===== config.mk =====
export PLATFORM = sky130hd
export DESIGN_NAME = red_pitaya_zc_phase_meter
export DESIGN_NICKNAME = d
export VERILOG_FILES = /design/src/rtl/red_pitaya_zc_phase_meter.sv
export SDC_FILE = /design/constraint.sdc
export NUM_CORES = 1
export LEC_CHECK = 0
export CAP_MARGIN = 10
export CORE_ASPECT_RATIO = 0.7
export CORE_UTILIZATION = 53
export DETAILED_ROUTE_END_ITERATION = 8
export PLACE_DENSITY = 0.74
export SLEW_MARGIN = 10
export SYNTH_ARGS = -nofsm -noshare
export SYNTH_HDL_FRONTEND = slang
export SYNTH_SLANG_ARGS = --single-unit

===== constraint.sdc =====
create_clock -name dac_clk_i -period 6.1 [get_ports dac_clk_i]
set_input_delay 1.83 -clock dac_clk_i [delete_from_list [all_inputs] [get_ports dac_clk_i]]
set_output_delay 1.83 -clock dac_clk_i [all_outputs]
set_load 0.05 [all_outputs]

===== src/rtl/red_pitaya_zc_phase_meter.sv =====
// -----------------------------------------------------------------------------
// red_pitaya_zc_phase_meter
//
// Zero-crossing frequency/phase meter for the ASG channel A output. The DAC
// code is the reference, a returned ADC channel is the signal. After a start
// pulse the block syncs to the next reference rising crossing, then sums the
// length of navg reference periods and the ref-to-signal crossing delay of
// each period. Software derives frequency and phase from the two sums.
//
// Optional build macro: ZC_PHASE_HYST_EN
//   defined   : detectors arm below -HYST and fire at or above +HYST
//   undefined : plain sign detection, HYST unused
//
// Ports:
//   dac_clk_i, dac_rstn_i   clock, synchronous active-low reset
//   ref_i, sig_i            signed DW-bit reference / signal samples
//   start_i                 single-cycle start pulse (honoured in IDLE only)
//   navg_i                  periods to accumulate (0 behaves as 1)
//   timeout_i               max cycles between ref crossings (0 = disabled)
//   busy_o                  measurement in progress
//   done_o                  single-cycle completion pulse (normal or timeout)
//   tout_o, miss_o          sticky status, cleared by the next start
//   period_sum_o            cycles spanned by navg periods
//   delay_sum_o             summed ref-to-signal delays
//   state_o                 FSM state: IDLE=0 SYNC=1 MEAS=2 DONE=3 TOUT=4
// -----------------------------------------------------------------------------

// Rising zero-crossing detector with optional hysteresis band. The event is
// registered: a sample presented in cycle t yields ev_o in cycle t+1.
module red_pitaya_zc_det #(
  parameter int DW  = 14,
  parameter int LVL = 0
) (
  input  logic          clk_i,
  input  logic          rstn_i,
  input  logic [DW-1:0] smp_i,
  output logic          ev_o
);
  localparam logic signed [DW:0] LVL_P = (DW+1)'(LVL);
  localparam logic signed [DW:0] LVL_N = (DW+1)'(-LVL);

  logic signed [DW:0] smp;
  logic below, above;
  logic arm_q, arm_d, ev_q, ev_d;

  always_comb begin
    smp   = {smp_i[DW-1], smp_i};
    below = smp < LVL_N;
    above = smp >= LVL_P;
    ev_d  = arm_q & above;
    // Firing disarms; a sample inside the band keeps the current arm state.
    arm_d = below | (arm_q & ~above);
  end

  always_ff @(posedge clk_i) begin
    if (!rstn_i) begin
      arm_q <= 1'b0;
      ev_q  <= 1'b0;
    end else begin
      arm_q <= arm_d;
      ev_q  <= ev_d;
    end
  end

  assign ev_o = ev_q;
endmodule

module red_pitaya_zc_phase_meter #(
  parameter int DW   = 14,
  parameter int CW   = 32,
  parameter int NW   = 8,
  parameter int HYST = 16
) (
  input  logic          dac_clk_i,
  input  logic          dac_rstn_i,
  input  logic [DW-1:0] ref_i,
  input  logic [DW-1:0] sig_i,
  input  logic          start_i,
  input  logic [NW-1:0] navg_i,
  input  logic [CW-1:0] timeout_i,
  output logic          busy_o,
  output logic          done_o,
  output logic          tout_o,
  output logic          miss_o,
  output logic [CW-1:0] period_sum_o,
  output logic [CW-1:0] delay_sum_o,
  output logic [2:0]    state_o
);
`ifdef ZC_PHASE_HYST_EN
  localparam int LVL = HYST;
`else
  // A zero-width band reduces the detector to plain sign detection.
  localparam int LVL = 0 * HYST;
`endif

  localparam logic [CW-1:0] ONE = CW'(1);

  typedef enum logic [2:0] {
    S_IDLE = 3'd0, S_SYNC = 3'd1, S_MEAS = 3'd2, S_DONE = 3'd3, S_TOUT = 3'd4
  } state_t;

  function automatic logic [CW-1:0] sat_add(input logic [CW-1:0] a,
                                            input logic [CW-1:0] b);
    logic [CW:0] s;
    s = {1'b0, a} + {1'b0, b};
    return s[CW] ? '1 : s[CW-1:0];
  endfunction

  // ---- crossing detectors (index 0 = ref, 1 = sig), always running ----
  logic [1:0][DW-1:0] smp;
  logic [1:0]         ev;
  logic               ref_ev, sig_ev;

  assign smp = {sig_i, ref_i};

  for (genvar g = 0; g < 2; g++) begin : g_det
    red_pitaya_zc_det #(.DW(DW), .LVL(LVL)) u_det (
      .clk_i  (dac_clk_i),
      .rstn_i (dac_rstn_i),
      .smp_i  (smp[g]),
      .ev_o   (ev[g])
    );
  end

  assign ref_ev = ev[0];
  assign sig_ev = ev[1];

  // ---- state ----
  state_t          state_q, state_d;
  logic [CW-1:0]   pcnt_q, pcnt_d, dcnt_q, dcnt_d, tcnt_q, tcnt_d;
  logic [CW-1:0]   psum_q, psum_d, dsum_q, dsum_d, tmo_q, tmo_d;
  logic [CW-1:0]   psum_o_q, psum_o_d, dsum_o_q, dsum_o_d;
  logic [NW-1:0]   per_q, per_d, navg_q, navg_d;
  logic            pend_q, pend_d, miss_q, miss_d, tout_q, tout_d;

  logic [CW-1:0]   pcnt_inc, dcnt_inc, tcnt_inc;
  logic [NW-1:0]   per_inc;
  logic            tmo_hit;

  always_comb begin
    pcnt_inc = sat_add(pcnt_q, ONE);
    dcnt_inc = sat_add(dcnt_q, ONE);
    tcnt_inc = sat_add(tcnt_q, ONE);
    per_inc  = per_q + NW'(1);
    tmo_hit  = (tmo_q != '0) && (tcnt_inc == tmo_q);
  end

  // ---- FSM: next state ----
  always_comb begin
    state_d = state_q;
    case (state_q)
      S_IDLE: if (start_i) state_d = S_SYNC;
      // A ref crossing restarts the timeout window, so it wins over tmo_hit.
      S_SYNC: begin
        if (ref_ev)       state_d = S_MEAS;
        else if (tmo_hit) state_d = S_TOUT;
      end
      S_MEAS: begin
        if (ref_ev) begin
          if (per_inc == navg_q) state_d = S_DONE;
        end else if (tmo_hit) begin
          state_d = S_TOUT;
        end
      end
      S_DONE, S_TOUT: state_d = S_IDLE;
      default:        state_d = S_IDLE;
    endcase
  end

  // ---- datapath ----
  always_comb begin
    pcnt_d   = pcnt_q;
    dcnt_d   = dcnt_q;
    tcnt_d   = tcnt_q;
    psum_d   = psum_q;
    dsum_d   = dsum_q;
    tmo_d    = tmo_q;
    per_d    = per_q;
    navg_d   = navg_q;
    pend_d   = pend_q;
    miss_d   = miss_q;
    tout_d   = tout_q;
    psum_o_d = psum_o_q;
    dsum_o_d = dsum_o_q;

    case (state_q)
      S_IDLE: begin
        if (start_i) begin
          psum_d = '0;
          dsum_d = '0;
          miss_d = 1'b0;
          tout_d = 1'b0;
          tcnt_d = '0;
          per_d  = '0;
          navg_d = (navg_i == '0) ? NW'(1) : navg_i;
          tmo_d  = timeout_i;
        end
      end
      S_SYNC: begin
        tcnt_d = tcnt_inc;
        if (ref_ev) begin
          tcnt_d = '0;
          pcnt_d = ONE;
          dcnt_d = '0;
          // A coincident sig crossing is a zero delay for the first period.
          pend_d = ~sig_ev;
        end
      end
      S_MEAS: begin
        tcnt_d = tcnt_inc;
        pcnt_d = pcnt_inc;
        if (pend_q) dcnt_d = dcnt_inc;
        if (ref_ev) begin
          // Close the ending period first; a still-pending delay counts as
          // the whole period and flags a miss.
          tcnt_d = '0;
          psum_d = sat_add(psum_q, pcnt_q);
          if (pend_q) begin
            dsum_d = sat_add(dsum_q, pcnt_q);
            miss_d = 1'b1;
          end
          pcnt_d = ONE;
          dcnt_d = '0;
          pend_d = ~sig_ev;
          per_d  = per_inc;
        end else if (sig_ev && pend_q) begin
          dsum_d = sat_add(dsum_q, dcnt_inc);
          pend_d = 1'b0;
        end
      end
      default: ;
    endcase

    // Results are published on the same edge that raises done_o.
    if (state_d == S_DONE) begin
      psum_o_d = psum_d;
      dsum_o_d = dsum_d;
    end else if (state_d == S_TOUT) begin
      psum_o_d = '0;
      dsum_o_d = '0;
      tout_d   = 1'b1;
    end
  end

  // ---- FSM: state register and datapath flops ----
  always_ff @(posedge dac_clk_i) begin
    if (!dac_rstn_i) begin
      state_q  <= S_IDLE;
      pcnt_q   <= '0;
      dcnt_q   <= '0;
      tcnt_q   <= '0;
      psum_q   <= '0;
      dsum_q   <= '0;
      tmo_q    <= '0;
      per_q    <= '0;
      navg_q   <= '0;
      pend_q   <= 1'b0;
      miss_q   <= 1'b0;
      tout_q   <= 1'b0;
      psum_o_q <= '0;
      dsum_o_q <= '0;
    end else begin
      state_q  <= state_d;
      pcnt_q   <= pcnt_d;
      dcnt_q   <= dcnt_d;
      tcnt_q   <= tcnt_d;
      psum_q   <= psum_d;
      dsum_q   <= dsum_d;
      tmo_q    <= tmo_d;
      per_q    <= per_d;
      navg_q   <= navg_d;
      pend_q   <= pend_d;
      miss_q   <= miss_d;
      tout_q   <= tout_d;
      psum_o_q <= psum_o_d;
      dsum_o_q <= dsum_o_d;
    end
  end

  // ---- FSM: outputs ----
  always_comb begin
    busy_o = 1'b0;
    done_o = 1'b0;
    case (state_q)
      S_SYNC, S_MEAS: busy_o = 1'b1;
      S_DONE, S_TOUT: done_o = 1'b1;
      default: ;
    endcase
  end

  assign state_o      = state_q;
  assign tout_o       = tout_q;
  assign miss_o       = miss_q;
  assign period_sum_o = psum_o_q;
  assign delay_sum_o  = dsum_o_q;
endmodule


### Yosys cells after proc, flatten, opt, wreduce, memory -nomap -nowiden

Cells that the tools add are included.

| operators by class | value |
|---|---|
| $lt $le $gt $ge | 4 |
| eq/ne operators | 14 |
| bitwise operators | 9 |
| reduce and logical (&&, ||, !) cells | 18 |
| $add $sub $neg | 7 |
| multiplexer cells | 51 |

Operators with widths:

| operator | number |
|---|---|
| two-way mux 32 bit | 22 |
| case mux 32 bit (2 select lines) | 5 |
| adder 32 x 1 -> 33 bit (second input constant) | 3 |
| adder 32 x 32 -> 33 bit | 3 |
| equality test 32 bit | 1 |
| nonzero test 32 bit | 1 |
| >= comparator 14 x 1 -> 1 bit (second input constant) | 2 |
| < comparator 14 x 1 -> 1 bit (second input constant) | 2 |
| two-way mux 8 bit | 3 |
| case mux 8 bit (2 select lines) | 1 |
| two-way mux 3 bit | 5 |
| two-way mux 1 bit | 12 |
| equality test 3 x 2 -> 1 bit (second input constant) | 3 |
| case mux 3 bit (3 select lines) | 1 |
| AND reduction 3 bit | 3 |
| adder 8 x 1 -> 8 bit (second input constant) | 1 |
| equality test 8 bit | 1 |
| logical NOT 8 bit | 1 |
| nonzero test 2 bit | 4 |
| equality test 3 bit (second input constant) | 2 |
| != test 3 x 2 -> 1 bit (second input constant) | 2 |
| AND reduction 2 bit | 3 |
| AND 1 bit | 4 |
| != test 2 x 1 -> 1 bit (second input constant) | 2 |
| other kinds (9) | 16 |

| storage, ports and cells | value |
|---|---|
| flip-flop bits (word level) | 282 |
| logic and storage cells | 121 |
| input bits | 71 |
| output and inout port bits | 71 |

### Longest topological paths before layout

| logic depth | value |
|---|---|
| depth after elaboration | 10 |
| gate-level depth with buffers | 24 |
| mapped depth without buffers | 21 |

### Modules after synthesis

Synthesis repeated with hierarchy kept, for this count alone.

| unflattened totals | value |
|---|---|
| cells, all modules | 2444 |
| area, all modules | 18642.9 um^2 |

Modules (own cells, without submodules):

| module | seq. area each (um^2) | cells each | times used | area each (um^2) |
|---|---|---|---|---|
| red_pitaya_zc_phase_meter | 5565.3 | 2436 | 1 | 18530.3 |
| red_pitaya_zc_det | 40.0 | 4 | 2 | 56.3 |

### Worst setup path after synthesis

Ideal clock, no wire load.

| timing | value |
|---|---|
| kind | register to register |
| start | register dcnt_q[4] |
| end | register dsum_o_q[30], in the netlist delay_sum_o[30] |
| cell stages (with the launch flop) | 24 |
| required time | 5983 ps |
| clock period less this slack | 5395 ps |
| setup time | 117 ps |
| buffers on the path | 5 |
| setup slack | 705 ps |
| arrival time | 5278 ps |
| cell sequence | dfxtp_1 > clkbuf_1 > nand4_1 > or2_2 > nor4_1 > nand3_1 > nor2_1 > nand3_1 > clkbuf_1 > clkbuf_1 > buf_1 > nand2_1 > ha_1 > clkbuf_1 > a21o_1 > or4_1 > a21oi_1 > nor4_1 > a21o_1 > a311o_1 > a2111o_1 > nand4_1 > nand3_1 > a22o_1 |

| between the ends | value |
|---|---|
| longest elaborated chain between the ends | 8 |

Ends and longest elaborated chain:

| item | line | text |
|---|---|---|
| from (decl) | 130 | `logic [CW-1:0] pcnt_q, pcnt_d, dcnt_q, dcnt_d, tcnt_q, tcnt_d;` |
| from (signal assigned) | 265 | `dcnt_q <= dcnt_d;` |
| adder 32 x 1 -> 33 bit | 105 | `s = {1'b0, a} + {1'b0, b};` |
| two-way mux 32 bit | 106 | `return s[CW] ? '1 : s[CW-1:0];` |
| adder 32 x 32 -> 33 bit | 105 |  |
| two-way mux 32 bit | 106 |  |
| two-way mux 32 bit | 226 | `end else if (sig_ev && pend_q) begin` |
| two-way mux 32 bit | 213 | `if (ref_ev) begin` |
| case mux 32 bit (2 select lines) | 186 | `case (state_q)` |
| two-way mux 32 bit | 235 | `if (state_d == S_DONE) begin` |
| to (signal assigned) | 276 | `dsum_o_q <= dsum_o_d;` |
| to (decl) | 132 | `logic [CW-1:0] psum_o_q, psum_o_d, dsum_o_q, dsum_o_d;` |

Every way passes these cells.
A chain may end at the register's enable or synchronous reset.

### Worst setup path after layout

| timing | value |
|---|---|
| start | register dcnt_q[0] |
| end | register dsum_q[25] |

| between the ends | value |
|---|---|
| longest elaborated chain between the ends | 7 |

Ends and longest elaborated chain:

| item | line | text |
|---|---|---|
| adder 32 x 1 -> 33 bit | 105 |  |
| two-way mux 32 bit | 106 |  |
| adder 32 x 32 -> 33 bit | 105 |  |
| two-way mux 32 bit | 106 |  |
| two-way mux 32 bit | 226 |  |
| two-way mux 32 bit | 213 |  |
| case mux 32 bit (2 select lines) | 186 |  |
| to (signal assigned) | 268 | `dsum_q <= dsum_d;` |
| to (decl) | 131 | `logic [CW-1:0] psum_q, psum_d, dsum_q, dsum_d, tmo_q, tmo_d;` |

Every way passes these cells.

==> metrics.md <==
| Metric | Value |
|---|---|
| Final min period | 5.810 ns |
| Vias/cell | 6.475 |
| Pins Over Slew Limit | 0 |
| Adder-cell share of the synthesized area | 7.129% |
| Power density over cell area | slightly below 200 nW/um2 |
| Vias in the first global route | roughly 18k |
| WP data required | 6.62 ns |
| Crit Path Class | reg -> reg |
| Global route overflow | 0 |
| Initial core utilization | roughly 54% |
| Layout cells sized above 1 | 4.652% |
| Max_slew headroom | 14.09% |
| Main combinational cell family by area after synthesis | compound AO/OA/AOI/OAI gates |
| Sequential power share | 45.4% |
| Final design instance area without fill | approximately 22000 um2 |
| Commonest non-fill, non-tap cell in the layout | nand2_1 |
| Max cap viols | 0 |
| Root buffer cell | clkbuf_16 |
| Critical path arrival | around 6.3 ns |
| Post-route DRC | 0 |
| Async SR Flop Fraction | 0% |
| Chip Height | ~160 um |
| Sw Ratio | about a quarter |
| Clock skew | approximately 0.017 ns |
| Avg Synthesized Cell Area | 7.497 um2 |
| H-tree levels | 1 |
| Reg2Reg Setup Slack | 0.29 ns |
| Top cells by area, synth | dfxtp_1 30%, a21oi_1 7.4%, ha_1 6.8% |
| Synth Instances | roughly 2.5k |
| Crit Path Max Fanout | 15 |
| Crit end category | flop |
| Synth Area in Simple Gates | approximately a quarter |
| Via count | 19.90k |
| Cell taking the most area after synthesis | dfxtp_1 |
| Synth Warn # | 0 |
| Cts bufs inserted | 29 |
| Multiplexer area fraction after synthesis | less than 1% |
| Core Box Area | 35090 um2 |
| Post-Layout Cell Count | just over 3k |
| Worst Tran Pin Value | around 1.3 ns |
| Post-synth EDFFs | 0 |
| GRT Util Overall | 32.83% |
| Startpoint Class | flop |
| Post-Synth XOR/XNOR Area | under 10% |
| Layout Area Growth over Synthesis | 13.17% |
| Status | complete, no violations |
| Int Pwr | ~0.0032 W |
| Wirelength per Cell | a little over 20 um |
| # placed instances | 3017 |
| Iter 0 DRT Violations | ~2.7k |
| Initial antenna violation count | 0 |
| Synth Cell Area | roughly 19000 um2 |
| Final setup vio count | 0 |
| Post-CTS Hold Buffers | 0 |
| Number of buffers added on ports | ~120 |
| Largest net degree at the start of global routing | 76 |
| CTS clock-pin slew for the worst setup and hold paths | 0.07 ns |
| Netlist cell types | 85 |
| Top-area cell type share of the netlist area | between 20% and 30% |
| Area post-placement | between 20000 and 25000 um2 |
| # clock sinks | roughly 280 |
| Clock share of power | between 40 and 50% |
| Commonest cells after routing, fill and taps aside | 330 x nand2_1, 284 x a21oi_1, 282 x dfxtp_1 |
| First-pass GRT wire length | 98860 um |
| Full die area | between 30000 and 40000 um2 |
| Worst-skew pair later-pin latency | ~0.59 ns |
| TritonCTS clock tree | built |
| Nets | ~2.8k |
| Final period util | a little over nine tenths |
| # rows | 57 |
| PnR Total Power | between 0.004 and 0.005 W |
| Post-Syn Nets | ~2.7k |
| Top_reg_cell synth | dfxtp_1 |
| Final WL | about 62000 um |
| Die Wd | roughly 230 um |
| Leakage | ~8.5 nW |
| Max Fclk | 0.1721 GHz |
| Clock Path Buffers | 3 |
| DP HPWL | 45240 um |
| Seq cells post-synth | between 200 and 300 |
| GPL Wtd Cong | ~1 |
| Comb power frac | between 5 and 6% |
| Worst VDD drop | about 200 uV |
| WHS | around 0.42 ns |
| Synth Area in Compound Gates | between 20% and 30% |
| Post-route antenna net violation count | 0 |
| Register area share after synthesis | 29.57% |
| HP Class | reg -> reg |
| Io pins | around 140 |
| Switching Power | slightly above 0.001 W |
| Drt first pass iters | 6 |
| Hold Vio Cnt, Final | 0 |
| # diodes | 0 |
[power by group through the flow]
stage	clock, W	combinational, W	sequential, W
final	0.00204	0.000246	0.00190
after global routing	0.00214	0.000265	0.00190
after CTS	0.00205	0.000242	0.00190
after detailed placement	0	0.000241	0.00194
after global placement	0	0.000235	0.00194
after floorplan	0	0.000160	0.00192
[worst paths after layout]
check                                          start                  end  depth (start not counted)
worst min register to register  g_det[0].u_det.arm_q  g_det[0].u_det.ev_o                          2
worst max-delay path                       dcnt_q[0]           dsum_q[25]                         22
worst max register to register             dcnt_q[0]           dsum_q[25]                         22
worst min-delay path            g_det[0].u_det.arm_q  g_det[0].u_det.ev_o                          2
[sequential cells by signal, indices dropped and copies added (netlist names), 32 cells and up]
signal,cells
tcnt_q,32
delay_sum_o,32
tmo_q,32
dcnt_q,32
dsum_q,32
period_sum_o,32
pcnt_q,32
psum_q,32
[critical path, cell delays in order (launching register included)]
cell	delay, ns
dfxtp_1	0.40
ha_1	0.29
nand2_1	0.09
or2_2	0.38
nor4_1	0.34
buf_4	0.20
nand3_1	0.08
nor2_1	0.17
nand3_2	0.32
nand2_1	0.25
ha_1	0.19
inv_1	0.06
fa_1	0.43
nor2b_1	0.24
o31a_1	0.23
o21a_1	0.27
a311o_1	0.28
a2111oi_0	0.14
nor2_1	0.33
buf_4	0.19
nor3_1	0.05
or4b_2	0.70
nand3_1	0.11
[layer usage]
layer	global-route usage, %	share of wire (%)	vias up
met5	0	0	-
met4	6.818	1.7	0
met3	6.747	11	91
met2	48.49	41	961
met1	48.80	46	9459
li1	-	-	9387
[cells by family (layout without fill, tap and decap cells)]
kind of cell | Yosys count | in the layout
AO/OA/AOI/OAI | 882 | 882
XOR/XNOR | 146 | 146
adder cells (fa/ha/maj) | 107 | 107
buffers and inverters | 187 | 241
flip-flops | 282 | 282
multiplexers | 9 | 9
AND/OR/NAND/NOR | 934 | 934
[timing repair]
item                       in CTS  in global routing
setup buffers                   0                  3
setup endpoints to repair       0                  7
gates resized for setup         0                  0
[synth_stat cells, types with 38 or more instances]
cell type and instances:
nand2_1 330, a21oi_1 284, dfxtp_1 282, o21ai_0 245
nor2_1 180, clkbuf_1 124, ha_1 104, nand3_1 89
xnor2_1 82, a31oi_1 66, nor3_1 65, xor2_1 62
a22o_1 50, and2_1 46, a21o_1 42, and3_1 38
inv_1 38
[through the flow]
stage	setup TNS, ns	util, %	worst slack, ns
finish	0	61.59	0.2896
global route	-0.05236	61.59	-0.02852
CTS	0	61.51	0.4306
detailed placement	0	58.45	0.5146
global placement	0	58.45	0.5758
floorplan	0	-	0.7050
[cell type report]
class	instances	area [um2]
clock inverters	14	259.0
repair buffers	149	1414
inverters	39	148.9
flip-flops and latches	282	5645
clock buffers	39	813.3
multi-input cells	2078	12740
well taps	472	590.6
fillers	3209	13480
Power figures use the tool's default switching activity.
